## src/rtl/fp16_mult_sched.sv

```systemverilog
// fp16_mult_sched: round-robin arbiter sharing one multi-cycle FP16 multiplier among NUM_REQ requesters.
// Latency: accept at N, mul_start at N+1, response the cycle after mul_done (or after the watchdog fires).
// Backpressure: one operation in flight; req_ready stays low until the response handshake completes.
// Ports:
//   clk/rst                   clock, synchronous active-high reset
//   req_valid/req_ready       per-requester handshake; req_a/req_b packed 16 bits per requester
//   rsp_valid/rsp_ready       result handshake; rsp_id, rsp_product, rsp_timeout held until accepted
//   mul_start/mul_a/mul_b     start pulse and held operands to the multiplier
//   mul_done/mul_product      multiplier completion, sampled only while waiting
module fp16_mult_sched #(
  parameter int NUM_REQ = 4,
  parameter int ID_W    = 2,
  parameter int TIMEOUT = 15
) (
  input  logic                    clk,
  input  logic                    rst,
  input  logic [NUM_REQ-1:0]      req_valid,
  output logic [NUM_REQ-1:0]      req_ready,
  input  logic [16*NUM_REQ-1:0]   req_a,
  input  logic [16*NUM_REQ-1:0]   req_b,
  output logic                    rsp_valid,
  input  logic                    rsp_ready,
  output logic [ID_W-1:0]         rsp_id,
  output logic [15:0]             rsp_product,
  output logic                    rsp_timeout,
  output logic                    mul_start,
  output logic [15:0]             mul_a,
  output logic [15:0]             mul_b,
  input  logic                    mul_done,
  input  logic [15:0]             mul_product
);

  localparam logic [1:0] S_IDLE  = 2'd0;
  localparam logic [1:0] S_START = 2'd1;
  localparam logic [1:0] S_WAIT  = 2'd2;
  localparam logic [1:0] S_RESP  = 2'd3;

  localparam logic [ID_W:0]  NUM_W     = (ID_W+1)'(NUM_REQ);
  localparam logic [7:0]     TIMEOUT_W = 8'(TIMEOUT);
  localparam logic [15:0]    QNAN      = 16'h7E00;

  logic [1:0]      state_q, state_d;
  logic [ID_W-1:0] rr_ptr_q, rr_ptr_d;
  logic [7:0]      timer_q, timer_d;
  logic [15:0]     mul_a_q, mul_a_d, mul_b_q, mul_b_d;
  logic [ID_W-1:0] rsp_id_q, rsp_id_d;
  logic [15:0]     rsp_product_q, rsp_product_d;
  logic            rsp_timeout_q, rsp_timeout_d;

  // Rotate the request vector so bit 0 is the requester at rr_ptr; the
  // lowest set bit of the rotated vector is then the round-robin winner.
  logic [2*NUM_REQ-1:0] valid_dbl;
  logic [NUM_REQ-1:0]   valid_rot;
  logic                 grant_vld;
  logic [ID_W:0]        grant_off, grant_sum, ptr_inc;
  logic [ID_W-1:0]      grant_id, ptr_next;
  logic [15:0]          sel_a, sel_b;

  assign valid_dbl = {req_valid, req_valid} >> rr_ptr_q;
  assign valid_rot = valid_dbl[NUM_REQ-1:0];

  always_comb begin
    grant_vld = 1'b0;
    grant_off = '0;
    for (int k = NUM_REQ-1; k >= 0; k--) begin
      if (valid_rot[k]) begin
        grant_vld = 1'b1;
        grant_off = (ID_W+1)'(k);
      end
    end
  end

  // Undo the rotation: winner = (rr_ptr + offset) mod NUM_REQ.
  assign grant_sum = {1'b0, rr_ptr_q} + grant_off;
  assign grant_id  = (grant_sum >= NUM_W) ? ID_W'(grant_sum - NUM_W) : ID_W'(grant_sum);
  assign ptr_inc   = {1'b0, grant_id} + (ID_W+1)'(1);
  assign ptr_next  = (ptr_inc == NUM_W) ? '0 : ptr_inc[ID_W-1:0];

  always_comb begin
    sel_a     = '0;
    sel_b     = '0;
    req_ready = '0;
    for (int k = 0; k < NUM_REQ; k++) begin
      if (grant_id == ID_W'(k)) begin
        sel_a        = req_a[16*k +: 16];
        sel_b        = req_b[16*k +: 16];
        req_ready[k] = (state_q == S_IDLE) && grant_vld;
      end
    end
  end

  always_comb begin
    state_d       = state_q;
    rr_ptr_d      = rr_ptr_q;
    timer_d       = timer_q;
    mul_a_d       = mul_a_q;
    mul_b_d       = mul_b_q;
    rsp_id_d      = rsp_id_q;
    rsp_product_d = rsp_product_q;
    rsp_timeout_d = rsp_timeout_q;
    case (state_q)
      S_IDLE: begin
        if (grant_vld) begin
          mul_a_d  = sel_a;
          mul_b_d  = sel_b;
          rsp_id_d = grant_id;
          rr_ptr_d = ptr_next;
          state_d  = S_START;
        end
      end
      S_START: begin
        timer_d = '0;
        state_d = S_WAIT;
      end
      S_WAIT: begin
        // A done arriving on the timeout cycle still delivers the real product.
        if (mul_done) begin
          rsp_product_d = mul_product;
          rsp_timeout_d = 1'b0;
          state_d       = S_RESP;
        end else if (timer_q == TIMEOUT_W) begin
          rsp_product_d = QNAN;
          rsp_timeout_d = 1'b1;
          state_d       = S_RESP;
        end else begin
          timer_d = timer_q + 8'd1;
        end
      end
      S_RESP: begin
        if (rsp_ready) state_d = S_IDLE;
      end
      default: state_d = S_IDLE;
    endcase
  end

  always_ff @(posedge clk) begin
    if (rst) begin
      state_q       <= S_IDLE;
      rr_ptr_q      <= '0;
      timer_q       <= '0;
      mul_a_q       <= '0;
      mul_b_q       <= '0;
      rsp_id_q      <= '0;
      rsp_product_q <= '0;
      rsp_timeout_q <= 1'b0;
    end else begin
      state_q       <= state_d;
      rr_ptr_q      <= rr_ptr_d;
      timer_q       <= timer_d;
      mul_a_q       <= mul_a_d;
      mul_b_q       <= mul_b_d;
      rsp_id_q      <= rsp_id_d;
      rsp_product_q <= rsp_product_d;
      rsp_timeout_q <= rsp_timeout_d;
    end
  end

  assign mul_start   = (state_q == S_START);
  assign rsp_valid   = (state_q == S_RESP);
  assign mul_a       = mul_a_q;
  assign mul_b       = mul_b_q;
  assign rsp_id      = rsp_id_q;
  assign rsp_product = rsp_product_q;
  assign rsp_timeout = rsp_timeout_q;

endmodule
```

## config.mk

```make
export PLATFORM = sky130hd
export DESIGN_NAME = fp16_mult_sched
export DESIGN_NICKNAME = d
export VERILOG_FILES = /design/src/rtl/fp16_mult_sched.sv
export SDC_FILE = /design/constraint.sdc
export NUM_CORES = 1
export LEC_CHECK = 0
export CAP_MARGIN = 20
export CORE_MARGIN = 2
export CORE_UTILIZATION = 40
export CTS_CLUSTER_DIAMETER = 80
export CTS_CLUSTER_SIZE = 20
export DETAILED_ROUTE_END_ITERATION = 10
export DONT_BUFFER_PORTS = 1
export HOLD_SLACK_MARGIN = 0.12
export PLACE_DENSITY = 0.57
export RECOVER_POWER = 50
export SLEW_MARGIN = 0
export SYNTH_ARGS = -nofsm -noshare
export SYNTH_HDL_FRONTEND = slang
export SYNTH_SLANG_ARGS = --single-unit
```

## constraint.sdc

```tcl
create_clock -name clk -period 2.9 [get_ports clk]
set_input_delay 0.145 -clock clk [delete_from_list [all_inputs] [get_ports clk]]
set_output_delay 0.145 -clock clk [all_outputs]
set_load 0.01 [all_outputs]
```

==> Word-level counts from Yosys, hierarchy flattened <==
Cells that the tools add are included.
{ "classes": {"mul": 0, "n_addsub": 4, "n_reduce_logical": 9, "magnitude_cmp": 1, "bitwise": 0, "n_shift": 1, "n_mux": 34, "div": 0, "eq_ne": 13} }
{ "ops": {"columns": ["cell", "count"], "rows": [
  ["two-way mux 16 bit", 10],
  ["two-way mux 8 bit", 2],
  ["case mux 8 bit (2 select lines)", 1],
  ["two-way mux 2 bit", 7],
  ["two-way mux 1 bit", 10],
  ["two-way mux 3 bit", 3],
  ["adder 8 x 1 -> 8 bit, second input constant", 1],
  ["equality test 2 bit, second input constant", 4],
  ["equality test 8 x 4 -> 1 bit, second input constant", 1],
  ["case mux 2 bit (4 select lines)", 1],
  [">> shifter 8 x 2 -> 4 bit", 1],
  ["inequality test 2 bit, second input constant", 3],
  ["AND reduction 3 bit", 2],
  ["equality test 2 x 1 -> 1 bit, second input constant", 2],
  ["zero test 2 bit", 2],
  ["AND reduction 2 bit", 2],
  ["nonzero test 2 bit", 2],
  ["adder 2 x 1 -> 3 bit, second input constant", 1],
  ["adder 2 x 3 -> 3 bit", 1],
  ["equality test 3 bit, second input constant", 1],
  [">= comparator 3 bit, second input constant", 1],
  ["inequality test 3 bit, second input constant", 1],
  ["inequality test 2 x 1 -> 1 bit, second input constant", 1],
  ["subtractor 2 x 1 -> 2 bit, second input constant", 1],
  ["logical AND 1 bit", 1]
]} }
{ "totals": {"register_bits": 63, "mem_bits_rw": 0, "mem_count": 0, "rom_bits": 0, "elab_cells": 70, "output_inout_bits": 57, "latchBits": 0, "input_bits": 152} }

==> Longest topological paths before layout <==
{ "logic_depth": {"word_depth": 13, "depth_mapped": 15, "mapped_depth_nobuf": 13} }

==> Worst setup path before layout <==
OpenSTA, ideal clock, no wires.
{ "synth_timing": {"path_kind": "reg2reg", "from": "register rr_ptr_q[0]", "to": "register mul_b_q[10] (netlist: mul_b[10])", "arrival_ns": 2.718, "n_path_buf": 3, "path_stages_with_launch": 15, "setup_slack_ns": 0.050, "cell_sequence": "dfxtp_1 > buf_2 > or4_1 > o211ai_1 > ha_1 > xnor2_1 > xnor2_1 > inv_1 > ha_1 > clkbuf_1 > clkbuf_1 > a221oi_1 > nor3_1 > a211oi_1 > nor3_1"} }
{ "synth_via": {"elab_chain_cells": 13, "elab_cells_between_ends": 22, "cone_classes": "2 x add/sub; 1 x order compare; 3 x eq/ne; 1 x shift; 13 x mux; 2 x reduce/logical"} }
{ "synth_lines": {"columns": ["item", "line_no", "rtl"], "rows": [
  ["start, declared", "43", "logic [ID_W-1:0] rr_ptr_q, rr_ptr_d;"],
  ["start signal, assigned", "148", "rr_ptr_q <= rr_ptr_d;"],
  [">> shifter 8 x 2 -> 4 bit", "59", "assign valid_dbl = {req_valid, req_valid} >> rr_ptr_q;"],
  ["two-way mux 2 bit", "66", "if (valid_rot[k]) begin"],
  ["two-way mux 3 bit (3 in series)", "66", null],
  ["adder 2 x 3 -> 3 bit (*)", "74", "assign grant_sum = {1'b0, rr_ptr_q} + grant_off;"],
  [">= comparator 3 bit or subtractor 2 x 1 -> 2 bit (tied branches)", "75", "assign grant_id = (grant_sum >= NUM_W) ? ID_W'(grant_sum - NUM_W) : ID_W'(grant_sum);"],
  ["two-way mux 2 bit (*)", "75", null],
  ["via grant_id[1]", "56", "logic [ID_W-1:0] grant_id, ptr_next;"],
  ["zero test 2 bit", "84", "if (grant_id == ID_W'(k)) begin"],
  ["two-way mux 16 bit (3 in series)", "84", null],
  ["two-way mux 16 bit (*)", "84", null],
  ["end signal, assigned", "151", "mul_b_q <= mul_b_d;"],
  ["end, declared", "45", "logic [15:0] mul_a_q, mul_a_d, mul_b_q, mul_b_d;"]
]} }
The timed path passes the listed nets; every way through them passes the cells marked *.
A chain may end at the register's enable or synchronous reset.

==> Worst setup path in the final report <==
{ "layout_timing": {"from": "register rr_ptr_q[0]", "to": "register mul_b_q[12] (netlist: mul_b[12])"} }
{ "layout_via": {"elab_chain_cells": 13, "elab_cells_between_ends": 22, "cone_classes": "2 x add/sub; 1 x order compare; 3 x eq/ne; 1 x shift; 13 x mux; 2 x reduce/logical"} }
{ "layout_lines": {"columns": ["item", "line_no"], "rows": [
  [">> shifter 8 x 2 -> 4 bit", "59"],
  ["two-way mux 2 bit", "66"],
  ["two-way mux 3 bit (3 in series)", "66"],
  ["adder 2 x 3 -> 3 bit", "74"],
  [">= comparator 3 bit or subtractor 2 x 1 -> 2 bit (tied branches)", "75"],
  ["two-way mux 2 bit", "75"],
  ["zero test 2 bit", "84"],
  ["two-way mux 16 bit (4 in series)", "84"]
]} }
Parallel ways exist; a longest one is shown, timed or not.

==> impl_results.md <==
- Port Buf Inserts: 0
- Die area: 9738 um^2
- Routed vias/inst: 5.855
- Largest fanout on the critical path: 7
- Final setup fails: 1
- Synth area leader: dfxtp_1
- Post-synthesis register bit count: 63
- Nets@finish: roughly 650
- Final setup margin: -0.05155 ns
- Vias in the first global route: 3,431
- Number of DRC markers in iteration 0: 110
- Hold crit path type: primary input to flip-flop
- GRT overflow: 0
- Master of the slowest instance on the critical path: or4_1
- Synth cell types: 43
- DR vias: 3,484
- Net Count, Synth: 607
- CP Launch Type: flip-flop
- Int Power: 0.003509 W
- Largest net degree at the start of global routing: 59
- Sw Ratio: 44.58%
- Top post-synthesis cells by area: dfxtp_1 35%, nor3_1 10%, a221oi_1 7.6%
- Clock Sink Count: 63
- Arr. time, crit path: 3.16 ns
- Die W: 98.68 um
- Final wirelength: 11.17 mm
- Ratio of cells with drive above 1 in the final layout: 13.35%
- Skew final: 0.01329 ns
- FMAX: 338.8 MHz
- Final hold vios: 0
- Top FF cell, synth: dfxtp_1
- Pre-CTS WS: -0.1507 ns
- WL per Instance: 18.78 um
- Fin crit period: 2.952 ns
- Worst-Margin Slew: 0.5779 ns
- Most common cell in the netlist: nor3_1
- GP Congestion: 0.7691
- DRC Markers: 0
- Pre-antenna DRT Iters: 4
- Worst path required time: just over 3 ns
- Post-Route Utilization: 52.70%
- RSZ-0062 raised after global routing: yes
- Core area: 8721 um^2
- Clock power frac: a little over an eighth
- Cell area after placement: 3672 um^2
- HPWL Detailed: ~7.3 mm
- Initial Util: 41.12%
- Largest stage delay on the critical path: 0.47 ns
- Yosys warns: 0
- Power Density: 1378 nW/um^2
- CP Class: flip-flop to flip-flop
- Antenna Cells: 0
- Failing checks: setup timing
- Maximum VDD drop: 513.5 uV
- Reg power frac: between 20% and 30%
- Critical Path End Type: flip-flop
- Final Cycle Share: 101.8%
- Initial antenna violation count: 0
- Die Height: 98.68 um
- Yosys top cell area share: 35.17%
- Max-cap check violation count: 0
- Relative slew slack: roughly 61%
- Buf+Inv Stages, Crit Path: 2
- Ys async rst share: 0%
- Leak: 1.647 nW
- CTS Buf Count: 9
- I/O pin count: 209
- Crit-path cells: or4_1, o211ai_1, ha_2, xnor2_2, xnor2_2, ha_4, nor2b_4, buf_6, clkbuf_16, a221oi_1, nor3_1, a211oi_1, nor3_1
- Worst-Skew Late Latency: 0.33 ns
- H-tree depth: 3
- Gr usage total: roughly a fifth
- Post-Syn Area: about 3600 um^2
- Clk slew on worst S/H paths: 0.08 ns
- CTS tree: done
- Syn-to-layout area delta: 28.16%
- Post-synth top cells: 72 x nor3_1, 70 x nor2_1, 63 x dfxtp_1, 34 x nor2b_1, 33 x a211oi_1
- Post-Syn Area per Cell: 8.076 um^2
- CP delay by family, top: simple AND/OR/NAND/NOR gates
- First-pass GRT wire length: 17.02 mm
- Status: finished, violations left
- Seq/Total Area, Yosys: 35.17%
- Final setup TNS: -0.05155 ns
- Row count: 34
- Clk root buf: clkbuf_8
- CTS max path bufs: 2
- Final Max Tran Viols: 0
- Post-synth EDFFs: 0
- Switching power: 0.002823 W
- Combinational fraction of design power: between 60% and 70%
- Hold Slack: 0.1439 ns
- Synthesized instance count: 444
- Antenna viol nets, final: 0
- Design Area, Final: 4596 um^2
==> worst reg2reg max path: cells and delay by family, from the launching register on <==
kind            cells  cell delay, ns
compound gates      3            0.67
xor+xnor            2            0.39
fa+ha+maj           2            0.43
buf+inv             2            0.28
flops               1            0.37
simple gates        4            0.70
==> worst paths after layout <==
kind | cells past startpoint | endpoint | slack (ns) | from
setup / recovery | 13 | mul_b[12]$_SDFFE_PP0P_ | -0.05 | rr_ptr_q[0]$_SDFFE_PP0P_
hold / removal | 3 | rsp_product[11]$_SDFFE_PP0P_ | 0.14 | mul_done
setup reg to reg | 13 | mul_b[12]$_SDFFE_PP0P_ | -0.05 | rr_ptr_q[0]$_SDFFE_PP0P_
hold reg to reg | 2 | rsp_id[0]$_SDFFE_PP0P_ | 0.51 | rsp_id[0]$_SDFFE_PP0P_
==> placed cells by master (no fill, tap or decap), types with 4 or more instances in the layout <==
master,n
a211oi_1,30
a21oi_1,12
a221oi_1,28
a22oi_1,10
and2_1,5
buf_12,4
buf_4,12
clkbuf_8,10
dfxtp_1,62
dlygate4sd3_1,49
ha_1,6
inv_1,8
nand2_1,10
nor2_1,70
nor2b_1,32
nor3_1,69
o21ai_0,4
xnor2_1,5
==> stage by stage <==
step / total power, W / instances
2_1_floorplan: 0.004063 / 444
3_3_place_gp: 0.004769 / 523
3_5_place_dp: 0.004866 / 523
4_1_cts: 0.005897 / 588
5_1_grt: 0.006869 / 595
6_report: 0.006332 / 595
==> state kept, by name (all words and copies together) (netlist names) <==
| signal | cells |
|---|---|
| rsp_product | 16 |
| rsp_id | 2 |
| mul_a | 16 |
| rr_ptr_q | 2 |
| mul_b | 16 |
| state_q | 2 |
| rsp_timeout | 1 |
| timer_q | 8 |
==> kinds of logic (layout without fill, tap and decap cells) <==
logic type / after synthesis / count (layout) / share of synthesized area (%)
fa+ha+maj: 11 / 11 / 3.838
compound gates: 102 / 102 / 22.85
buf+inv: 51 / 94 / 6.350
flops: 63 / 63 / 35.17
mux: 1 / 1 / 0.2791
xor+xnor: 8 / 8 / 1.954
simple gates: 208 / 208 / 29.55
==> repair_timing <==
action                                 4_1_cts  5_1_grt
pin swaps                                    1       32
resized for setup                            4       18
cloned                                       0        2
hold buffers                                49        1
endpoints found under the hold margin       63        1
setup buffers                                1        4
setup endpoints to repair                   25       30
==> power by group through the flow <==
stage               combinational (W)  sequential (W)  clock [W]
finish                        0.00411         0.00139   0.000829
global route                  0.00456         0.00142   0.000895
CTS                           0.00366         0.00139   0.000853
detailed placement            0.00346         0.00141          0
global placement              0.00337         0.00140          0
floorplan                     0.00273         0.00134          0
==> metal layers <==
metal	GRT usage [%]	vias up	wire [um]
met3	5.887	13	880
met2	37.83	172	5634
met5	0	-	0
li1	-	1689	-
met4	7.165	0	131
met1	24.80	1610	4527
==> area by class of cell <==
cell class                      instances  area [um^2]
Timing Repair Buffer                   70        747.0
Multi-Input combinational cell        330         2203
Inverter                                9        33.78
Clock buffer                           11        141.4
Clock inverter                          4        70.07
Sequential cell                        63         1265
Fill cell                             795         4125
Tap cell                              108        135.1
(Power assumes the default switching activity.)
